### config.mk
export PLATFORM = sky130hd
export DESIGN_NAME = ga23_rom_arbiter
export DESIGN_NICKNAME = d
export VERILOG_FILES = /design/src/rtl/ga23_rom_arbiter.sv
export SDC_FILE = /design/constraint.sdc
export NUM_CORES = 1
export LEC_CHECK = 0
export CAP_MARGIN = 0
export CELL_PAD_IN_SITES_DETAIL_PLACEMENT = 0
export CELL_PAD_IN_SITES_GLOBAL_PLACEMENT = 1
export CORE_MARGIN = 8
export CORE_UTILIZATION = 30
export DETAILED_ROUTE_END_ITERATION = 6
export PLACE_DENSITY_LB_ADDON = 0.15
export SLEW_MARGIN = 15
export SYNTH_ARGS = -nofsm -noshare
export SYNTH_HDL_FRONTEND = slang
export SYNTH_SLANG_ARGS = --single-unit
### constraint.sdc
create_clock -name clk -period 2.3 [get_ports clk]
set_input_delay 0.46 -clock clk [delete_from_list [all_inputs] [get_ports clk]]
set_output_delay 0.46 -clock clk [all_outputs]
set_load 0.005 [all_outputs]
### src/rtl/ga23_rom_arbiter.sv
// ga23 tile-ROM arbiter: shares one 64-bit toggle-handshake SDRAM channel between three
// 32-bit tile-layer fetch ports, with a one-line cache per port so that the second half
// of a line is served locally.
`timescale 1ns / 1ps

module ga23_rom_arbiter #(
  parameter logic [24:0] BASE_ADDR = 25'h0000000,
  parameter bit          CACHE_EN  = 1'b1
) (
  input  logic        clk,
  input  logic        reset_n,

  input  logic [21:0] addr_a,
  input  logic [21:0] addr_b,
  input  logic [21:0] addr_c,
  input  logic        req_a,
  input  logic        req_b,
  input  logic        req_c,
  output logic [31:0] data_a,
  output logic [31:0] data_b,
  output logic [31:0] data_c,
  output logic        rdy_a,
  output logic        rdy_b,
  output logic        rdy_c,

  output logic [24:0] sdr_addr,
  output logic        sdr_req,
  input  logic        sdr_rdy,
  input  logic [63:0] sdr_data
);

  typedef enum logic [1:0] {StIdle, StIssue, StWait, StDeliver} state_e;

  state_e      state_q;
  logic [1:0]  ptr_q;
  logic [1:0]  gnt_q;
  logic [21:0] gaddr_q;
  logic        sdr_req_q;
  logic [24:0] sdr_addr_q;

  logic [2:0]  rdy_q;
  logic [31:0] data_q  [3];
  logic [63:0] line_q  [3];
  logic [20:0] tag_q   [3];
  logic [2:0]  valid_q;

  logic [21:0] addr    [3];
  logic [2:0]  req;
  logic [2:0]  pending;
  logic [2:0]  hit;
  logic [2:0]  miss_cand;
  logic [1:0]  pick;
  logic        pick_vld;
  logic [1:0]  ptr_p1;
  logic [1:0]  ptr_p2;
  logic [24:0] gline_addr;

  // Round-robin successor: c wraps back to a.
  function automatic logic [1:0] next_port(input logic [1:0] p);
    return (p == 2'd2) ? 2'd0 : p + 2'd1;
  endfunction

  assign addr[0] = addr_a;
  assign addr[1] = addr_b;
  assign addr[2] = addr_c;
  assign req     = {req_c, req_b, req_a};

  assign rdy_a    = rdy_q[0];
  assign rdy_b    = rdy_q[1];
  assign rdy_c    = rdy_q[2];
  assign data_a   = data_q[0];
  assign data_b   = data_q[1];
  assign data_c   = data_q[2];
  assign sdr_req  = sdr_req_q;
  assign sdr_addr = sdr_addr_q;

  // Line byte address; the sum wraps at 25 bits.
  assign gline_addr = BASE_ADDR + {1'b0, gaddr_q[21:1], 3'b000};

  // Pending/hit decode; the granted port is kept out of the hit check until it is delivered.
  always_comb begin
    pending   = '0;
    hit       = '0;
    miss_cand = '0;
    for (int i = 0; i < 3; i++) begin
      pending[i]   = req[i] ^ rdy_q[i];
      hit[i]       = CACHE_EN && pending[i] && valid_q[i] && (tag_q[i] == addr[i][21:1]) &&
                     !((state_q != StIdle) && (gnt_q == 2'(i)));
      miss_cand[i] = pending[i] & ~hit[i];
    end
  end

  // First missing port at or after the round-robin pointer.
  always_comb begin
    ptr_p1   = next_port(ptr_q);
    ptr_p2   = next_port(ptr_p1);
    pick     = ptr_q;
    pick_vld = 1'b0;
    if (miss_cand[ptr_q]) begin
      pick     = ptr_q;
      pick_vld = 1'b1;
    end else if (miss_cand[ptr_p1]) begin
      pick     = ptr_p1;
      pick_vld = 1'b1;
    end else if (miss_cand[ptr_p2]) begin
      pick     = ptr_p2;
      pick_vld = 1'b1;
    end
  end

  // Hit responses, miss FSM, cache fill and SDRAM handshake.
  always_ff @(posedge clk or negedge reset_n) begin
    if (!reset_n) begin
      state_q    <= StIdle;
      ptr_q      <= 2'd0;
      gnt_q      <= 2'd0;
      gaddr_q    <= '0;
      sdr_req_q  <= 1'b0;
      sdr_addr_q <= BASE_ADDR;
      valid_q    <= '0;
      rdy_q      <= '0;
      for (int i = 0; i < 3; i++) begin
        data_q[i] <= '0;
        line_q[i] <= '0;
        tag_q[i]  <= '0;
      end
    end else begin
      for (int i = 0; i < 3; i++) begin
        if (hit[i]) begin
          data_q[i] <= addr[i][0] ? line_q[i][63:32] : line_q[i][31:0];
          rdy_q[i]  <= ~rdy_q[i];
        end
      end

      case (state_q)
        StIdle: begin
          if (pick_vld) begin
            gnt_q   <= pick;
            gaddr_q <= addr[pick];
            state_q <= StIssue;
          end
        end
        StIssue: begin
          sdr_addr_q <= gline_addr;
          sdr_req_q  <= ~sdr_req_q;
          state_q    <= StWait;
        end
        StWait: begin
          if (sdr_rdy == sdr_req_q) begin
            line_q[gnt_q]  <= sdr_data;
            tag_q[gnt_q]   <= gaddr_q[21:1];
            valid_q[gnt_q] <= CACHE_EN;
            state_q        <= StDeliver;
          end
        end
        StDeliver: begin
          data_q[gnt_q] <= gaddr_q[0] ? line_q[gnt_q][63:32] : line_q[gnt_q][31:0];
          rdy_q[gnt_q]  <= ~rdy_q[gnt_q];
          ptr_q         <= next_port(gnt_q);
          state_q       <= StIdle;
        end
      endcase
    end
  end

endmodule
==> results of run 1 <==
## layer usage
layer / up-vias / GRT usage [%] / routed length [um]
met5: - / 0 / 13
met3: 114 / 3.210 / 2899
met4: 2 / 4.947 / 1890
met2: 333 / 33.00 / 36660
met1: 7992 / 25.58 / 34060
li1: 7033 / - / -
## final timing paths
check | startpoint | endpoint | slack [ns] | cells past startpoint
min reg2reg | valid_q[2] | valid_q[2] | 0.48 | 1
max | addr_b[21] | gaddr_q[2] | -0.38 | 12
max reg2reg | tag_q[37] | gaddr_q[2] | -0.37 | 11
max in group asynchronous | reset_n | line_q[87] | 1.04 | 3
min | addr_a[11] | gaddr_q[11] | 0.36 | 3
min in group asynchronous | reset_n | tag_q[28] | 0.46 | 2
## power groups by stage
stage	registers [mW]	clock network [mW]	logic (mW)
6_report	13.6	8.02	17.4
5_1_grt	14.0	8.50	18.9
4_1_cts	13.4	8.23	16.4
3_5_place_dp	13.5	0	15.3
3_3_place_gp	13.4	0	15.1
2_1_floorplan	12.6	0	9.01
## logic make-up after synthesis
group                    synth area share, %
AO/OA/AOI/OAI                          9.436
XOR/XNOR                               3.152
adder cells (fa/ha/maj)               0.2537
buffers and inverters                  2.828
flip-flops                             51.62
multiplexers                           25.19
other                                0.01901
AND/OR/NAND/NOR                        7.502
## sequential cells by signal (all words and copies together), names as in the netlist
register  flops
line_q      192
tag_q        63
data_a       32
data_b       32
data_c       32
gaddr_q      22
sdr_addr     21
rdy_q         3
valid_q       3
gnt_q         2
ptr_q         2
state_q       2
sdr_req       1
## cells in the mapped netlist (2+ instances only)
cell,number
o21bai_1,2
nor2_1,163
nand4b_1,2
nand2_1,136
dfrtp_1,407
ha_1,4
inv_1,6
and2_1,2
xor2_1,12
clkbuf_1,84
o21a_1,3
o221ai_1,8
o211ai_1,15
mux2_2,276
buf_4,6
mux2i_1,186
nand3_1,15
o21ai_0,98
nor4_1,6
buf_2,8
or3b_2,2
a21oi_1,165
nand4_1,13
xnor2_1,59
or4_1,4
buf_6,3
a211oi_1,33
buf_1,27
nand2b_1,4
## timing repair
| item | 4_1_cts | 5_1_grt |
|---|---|---|
| pin swaps | 84 | 192 |
| endpoints found under the setup margin | 121 | 125 |
| setup buffers | 19 | 15 |
| cloned | 17 | 12 |
| resized for setup | 202 | 311 |
| endpoints found under the hold margin | 43 | 0 |
| hold buffers | 1 | 0 |
## critical path: stages
cell             delay (ns)
clkdlybuf4s50_1        0.61
xnor2_2                0.16
nand4_1                0.10
or4_4                  0.56
buf_6                  0.14
o31ai_4                0.24
buf_4                  0.15
nand2b_4               0.07
o21a_4                 0.28
clkbuf_16              0.18
nand2_1                0.06
o221ai_1               0.11
## final cells by class
class | count | area, sq um
Fill cell | 6162 | 36580
Multi-Input combinational cell | 1231 | 10600
Sequential cell | 407 | 10190
Timing Repair Buffer | 450 | 5236
Clock buffer | 78 | 1578
Tap cell | 864 | 1081
Clock inverter | 12 | 95.09
Inverter | 6 | 22.52
Antenna cell | 1 | 2.502
## per-stage QoR
| step | setup WS (ns) | std cells | setup TNS (ns) | util (%) |
|---|---|---|---|---|
| global route | -0.5026 | 3048 | -36.39 | 44.06 |
| global placement | -1.175 | 2902 | -125.02 | 37.50 |
| detailed placement | -1.212 | 2902 | -128.16 | 37.50 |
| finish | -0.3800 | 3049 | -24.39 | 44.06 |
| CTS | -0.3586 | 3029 | -18.55 | 41.87 |
| floorplan | -0.1946 | 1771 | -4.243 | - |
==> summary.txt, run 1 <==
Status
  – Outcome: finished, violations left
  – Failing checks: setup timing

Place
  – Final HPWL DP: 45960 um
  – Placed cell areas: 24520 sq um
  – PortBufs: 256
  – Routability cong.: 0.7881

STA
  – Post-layout min period: 2.680 ns
  – Worst Clk Skew: 0.02171 ns
  – Pins Over Slew Limit: 0
  – RSZ-0062 raised after global routing: yes
  – Tcrit/Tclk final: 116.5%
  – Final hold slack: 0.3623 ns
  – Slew HR: 55.28%
  – Worst slew pin tran: 0.6708 ns
  – Highest clock rate: 373.1 MHz
  – Hold Fails Final Rpt: 0
  – Setup WS post-layout: -0.3800 ns
  – Final Setup Violations: 107

Logic synthesis
  – Post-synth ARST share: 100.0%
  – Area leader, netlist: dfrtp_1
  – Synth top area share: 51.62%
  – Cell count after synthesis: 1768
  – Yosys Warn Count: 0
  – Post-Syn Area: 19730 sq um
  – #FFs+latches synth: 407
  – Top cells by area, synth: dfrtp_1 52%, mux2_2 16%, mux2i_1 9.4%
  – Syn Area/Cell: 11.16 sq um
  – Post-synth EDFFs: 0
  – Unique masters post-synth: 48
  – Seq/Total Area, Yosys: 51.62%
  – Primary FF master, synth: dfrtp_1

Clock tree
  – Clk root buf: clkbuf_16
  – CTS sink cnt: 407
  – CTS tree: built
  – Worst skew pair latency: 0.59 ns
  – H-tree levels: 2
  – Clock transition at path regs: 0.06 ns
  – CTS Buf Count: 51
  – Clk buf depth: 3

Drt
  – Drt drc: 0
  – Wire length per cell: 24.77 um
  – 1st-pass router iterations: 5
  – Routed Antenna Nets: 0
  – Vias: 15474
  – Final wirelength: 75520 um
  – 1st-iter DRT viols: 751
  – DR vias/cell: 5.075

Power and ir drop
  – Clk pwr share: 20.5%
  – Reg power frac: 34.8%
  – Power per cell area: 1354 nW/um^2
  – P_sw: 14.31 mW
  – P_int: 24.71 mW
  – Final Power: 39.01 mW
  – Maximum vdd drop: 0.6950 mV
  – Part of the power in combinational logic: 44.7%
  – Sw Ratio: 36.67%
  – Leak pwr: 12.18 nW

Global route
  – Largest net degree at the start of global routing: 70
  – Vias in the first global route: 16687
  – First-pass GRT wire length: 109700 um
  – Initial antenna violation count: 2
  – GR Overflow Total: 0
  – Global-route usage over all layers: 19.43%

Floorplan
  – Die H: 272.5 um
  – Cell row count: 94
  – Core area: 65390 sq um
  – Starting density of the core: 30.17%
  – I/O pin cnt: 261
  – Area of the die: 74230 sq um
  – Die width: 272.5 um

Worst setup path
  – Crit start category: primary input
  – WS Path Type: primary input to flip-flop
  – Crit path max fanout: 6
  – Crit end category: flip-flop
  – Worst endpoint required time: 2.76 ns
  – Worst Path Arrival: 3.14 ns

Cells and area
  – Fraction of layout instances using a drive strength above 1: 37.41%
  – Commonest non-fill, non-tap cell in the layout: dfrtp_1
  – Final net count: 2287
  – Synthesis-to-finish area growth: 46.03%
  – Design area: 28810 sq um
  – Commonest cells after routing, fill and taps aside: 403 x dfrtp_1, 276 x mux2_2, 248 x clkdlybuf4s50_1

Flow run
  – Max_cap viols: 0

Min path
  – Worst min-delay path category: primary input to flip-flop
Power figures use the tool's default switching activity.
==> inputs of run 2 (changes only) <==
--- a/config.mk
+++ b/config.mk
@@ -6,7 +6,7 @@
 export NUM_CORES = 1
 export LEC_CHECK = 0
 export CAP_MARGIN = 0
-export CELL_PAD_IN_SITES_DETAIL_PLACEMENT = 0
+export CELL_PAD_IN_SITES_DETAIL_PLACEMENT = 1
 export CELL_PAD_IN_SITES_GLOBAL_PLACEMENT = 1
 export CORE_MARGIN = 8
 export CORE_UTILIZATION = 30
==> constraint.sdc (replaced) <==
create_clock -name clk -period 2.3 [get_ports clk]
set_input_delay 0.69 -clock clk [delete_from_list [all_inputs] [get_ports clk]]
set_output_delay 0.69 -clock clk [all_outputs]
set_load 0.005 [all_outputs]
==> run 2 against run 1 <==
  * The run still ends with setup timing left
  * Maximum frequency is 4.0% lower
  * Final area is 0.38% higher
  * Routed wire length is 3.8% higher
  * Register-to-register slack worse by 0.12 ns
  * Largest cell class unchanged
  * Highest routed layer is now met4
==> summary.txt, run 2 (synthesis results as in run 1) <==
Floorplan
  – Die H: 272.5 um
  – Cell row count: 94
  – I/O pin cnt: 261
  – Starting density of the core: 30.17%
  – Die width: 272.5 um
  – Area of the die: 74230 sq um
  – Core area: 65390 sq um

Worst setup path
  – Crit start category: primary input
  – Worst path cell trace: clkdlybuf4s15_1 -> xor2_4 -> nand4_1 -> or4_4 -> buf_12 -> o31ai_4 -> a32o_2 -> buf_12 -> buf_12 -> mux2i_2 -> o221ai_2
  – Crit end category: flip-flop
  – WS Path Type: primary input to flip-flop
  – Worst endpoint required time: 2.76 ns
  – Slowest-stage cell, CP: or4_4
  – Worst Path Arrival: 3.25 ns
  – Max incr delay on CP: 0.59 ns
  – Crit path top cell by count: buf_12
  – Crit path max fanout: 6

Global route
  – Global-route usage over all layers: 20.56%
  – GR Overflow Total: 0
  – Largest net degree at the start of global routing: 65
  – Initial antenna violation count: 1
  – First-pass GRT wire length: 116300 um
  – Vias in the first global route: 17463

Power and ir drop
  – P_int: 24.70 mW
  – Reg power frac: 34.8%
  – Leak pwr: 12.36 nW
  – Part of the power in combinational logic: 44.9%
  – Final Power: 39.31 mW
  – Power per cell area: 1359 nW/um^2
  – P_sw: 14.61 mW
  – Clk pwr share: 20.3%
  – Sw Ratio: 37.17%
  – Maximum vdd drop: 0.5772 mV

Min path
  – Worst min-delay path category: primary input to async pin

STA
  – Worst slew pin tran: 0.5982 ns
  – Post-layout min period: 2.793 ns
  – Setup WS post-layout: -0.4930 ns
  – RSZ-0062 raised after global routing: yes
  – Pins Over Slew Limit: 0
  – Highest clock rate: 358.0 MHz
  – Slew HR: 60.12%
  – Hold Fails Final Rpt: 0
  – Tcrit/Tclk final: 121.4%
  – Worst Clk Skew: 0.01695 ns
  – Final Setup Violations: 84
  – Setup TNS: -20.75 ns

Cells and area
  – Synthesis-to-finish area growth: 46.58%
  – Final net count: 2279
  – Max reg flops: 192
  – Fin util: 44.23%
  – Fraction of layout instances using a drive strength above 1: 38.96%
  – Biggest register: line_q
  – Fillers: 6791
  – Largest regs: line_q: 192 flops, tag_q: 63 flops
  – Commonest cells after routing, fill and taps aside: 398 x dfrtp_1, 276 x mux2_2, 191 x clkdlybuf4s50_1
  – Commonest non-fill, non-tap cell in the layout: dfrtp_1

Clock tree
  – Worst skew pair latency: 0.59 ns
  – CTS Buf Count: 49
  – CTS sink cnt: 407
  – CTS tree: built
  – Clk buf depth: 3
  – Clk root buf: clkbuf_16
  – Clock transition at path regs: 0.06 ns
  – CTS Hold Bufs: 0
  – H-tree levels: 2

Flow run
  – Max_cap viols: 0

Drt
  – 1st-iter DRT viols: 684
  – Vias: 15545
  – Final wirelength: 78360 um
  – DR vias/cell: 5.115
  – Drt drc: 0
  – Routed Antenna Nets: 0
  – 1st-pass router iterations: 5
  – Wire length per cell: 25.79 um

Place
  – PortBufs: 256
  – Routability cong.: 0.8002
  – Final HPWL DP: 47900 um

Status
  – Outcome: finished, violations left
  – Failing checks: setup timing
-- run 2: changes by cell type in the layout (fill, tap and decap cells not counted), moves of 7 or more --
cell,previous run,this run
clkdlybuf4s50_1,248,191
dlygate4sd2_1,0,52
xnor2_1,50,32
xnor2_2,9,27
nor2_4,84,94
a21oi_2,78,87
a21oi_4,18,9
clkbuf_8,20,11
nor2_1,75,68
-- run 2: layout make-up --
| type | instances | area [sq um] | share of cell area, % |
|---|---|---|---|
| multi-input combinational | 1231 | 10860 | 37.56 |
| antenna | 1 | 2.502 | 0.008653 |
| sequential | 407 | 10200 | 35.27 |
| inverter | 6 | 22.52 | 0.07787 |
| clock buffer | 70 | 1415 | 4.893 |
| tap | 864 | 1081 | 3.738 |
| timing repair buffer | 444 | 5126 | 17.73 |
| clock inverter | 16 | 210.2 | 0.7268 |
-- run 2: per-layer routing --
layer	track usage, %	up-vias	wire length, um
li1	-	7007	-
met1	26.59	8108	34930
met2	35.34	312	38650
met3	3.534	118	2934
met4	5.353	0	1850
met5	0	-	0
-- run 2: final timing paths --
check / from / slack [ns] / depth (start not counted) / to
max in group asynchronous: reset_n / 1.43 / 2 / data_c[2]
setup reg to reg: rdy_q[1] / -0.49 / 10 / gaddr_q[3]
hold / removal: reset_n / 0.08 / 1 / data_a[4]
setup / recovery: req_b / -0.49 / 11 / gaddr_q[3]
min in group clk: addr_c[16] / 0.47 / 3 / gaddr_q[16]
hold reg to reg: valid_q[2] / 0.48 / 1 / valid_q[2]
-- run 2: critical path: cells and delay by family --
kind / cells / cell delay [ns]
simple gates: 2 / 0.69
compound gates: 3 / 0.67
buf+inv: 4 / 0.68
mux: 1 / 0.25
xor+xnor: 1 / 0.25
-- run 2: power by group through the flow --
stage               Clock [mW]  Combinational, mW  Sequential (mW)
floorplan                    0               9.26             12.6
finish                    7.98               17.7             13.7
detailed placement           0               15.5             13.6
global placement             0               15.2             13.4
CTS                       8.22               16.8             13.6
global route              8.45               19.1             14.1
-- run 2: what timing repair did --
action                                  CTS  global route
resized for setup                       313           230
endpoints found under the setup margin  389           129
pin swaps                                91           185
gates cloned                             24             8
setup buffers                            31            13
-- run 2: stage by stage --
stage	setup slack [ns]	cell area, sq um	cells	hold WS (ns)
floorplan	-0.4246	20310	1771	0.3944
global placement	-1.439	24620	2893	0.4492
detailed placement	-1.452	24620	2893	0.4575
CTS	-0.4251	28000	3032	0.05732
global route	-0.5741	28920	3038	0.07388
finish	-0.4930	28920	3039	0.07757
==> inputs of run 3 (changes only) <==
--- a/config.mk
+++ b/config.mk
@@ -11,6 +11,7 @@
 export CORE_MARGIN = 8
 export CORE_UTILIZATION = 30
 export DETAILED_ROUTE_END_ITERATION = 6
+export GPL_ROUTABILITY_DRIVEN = 0
 export PLACE_DENSITY_LB_ADDON = 0.15
 export SLEW_MARGIN = 15
 export SYNTH_ARGS = -nofsm -noshare
==> results of run 3 <==
No change in the layout: final DEF, timing and power equal those of run 2.
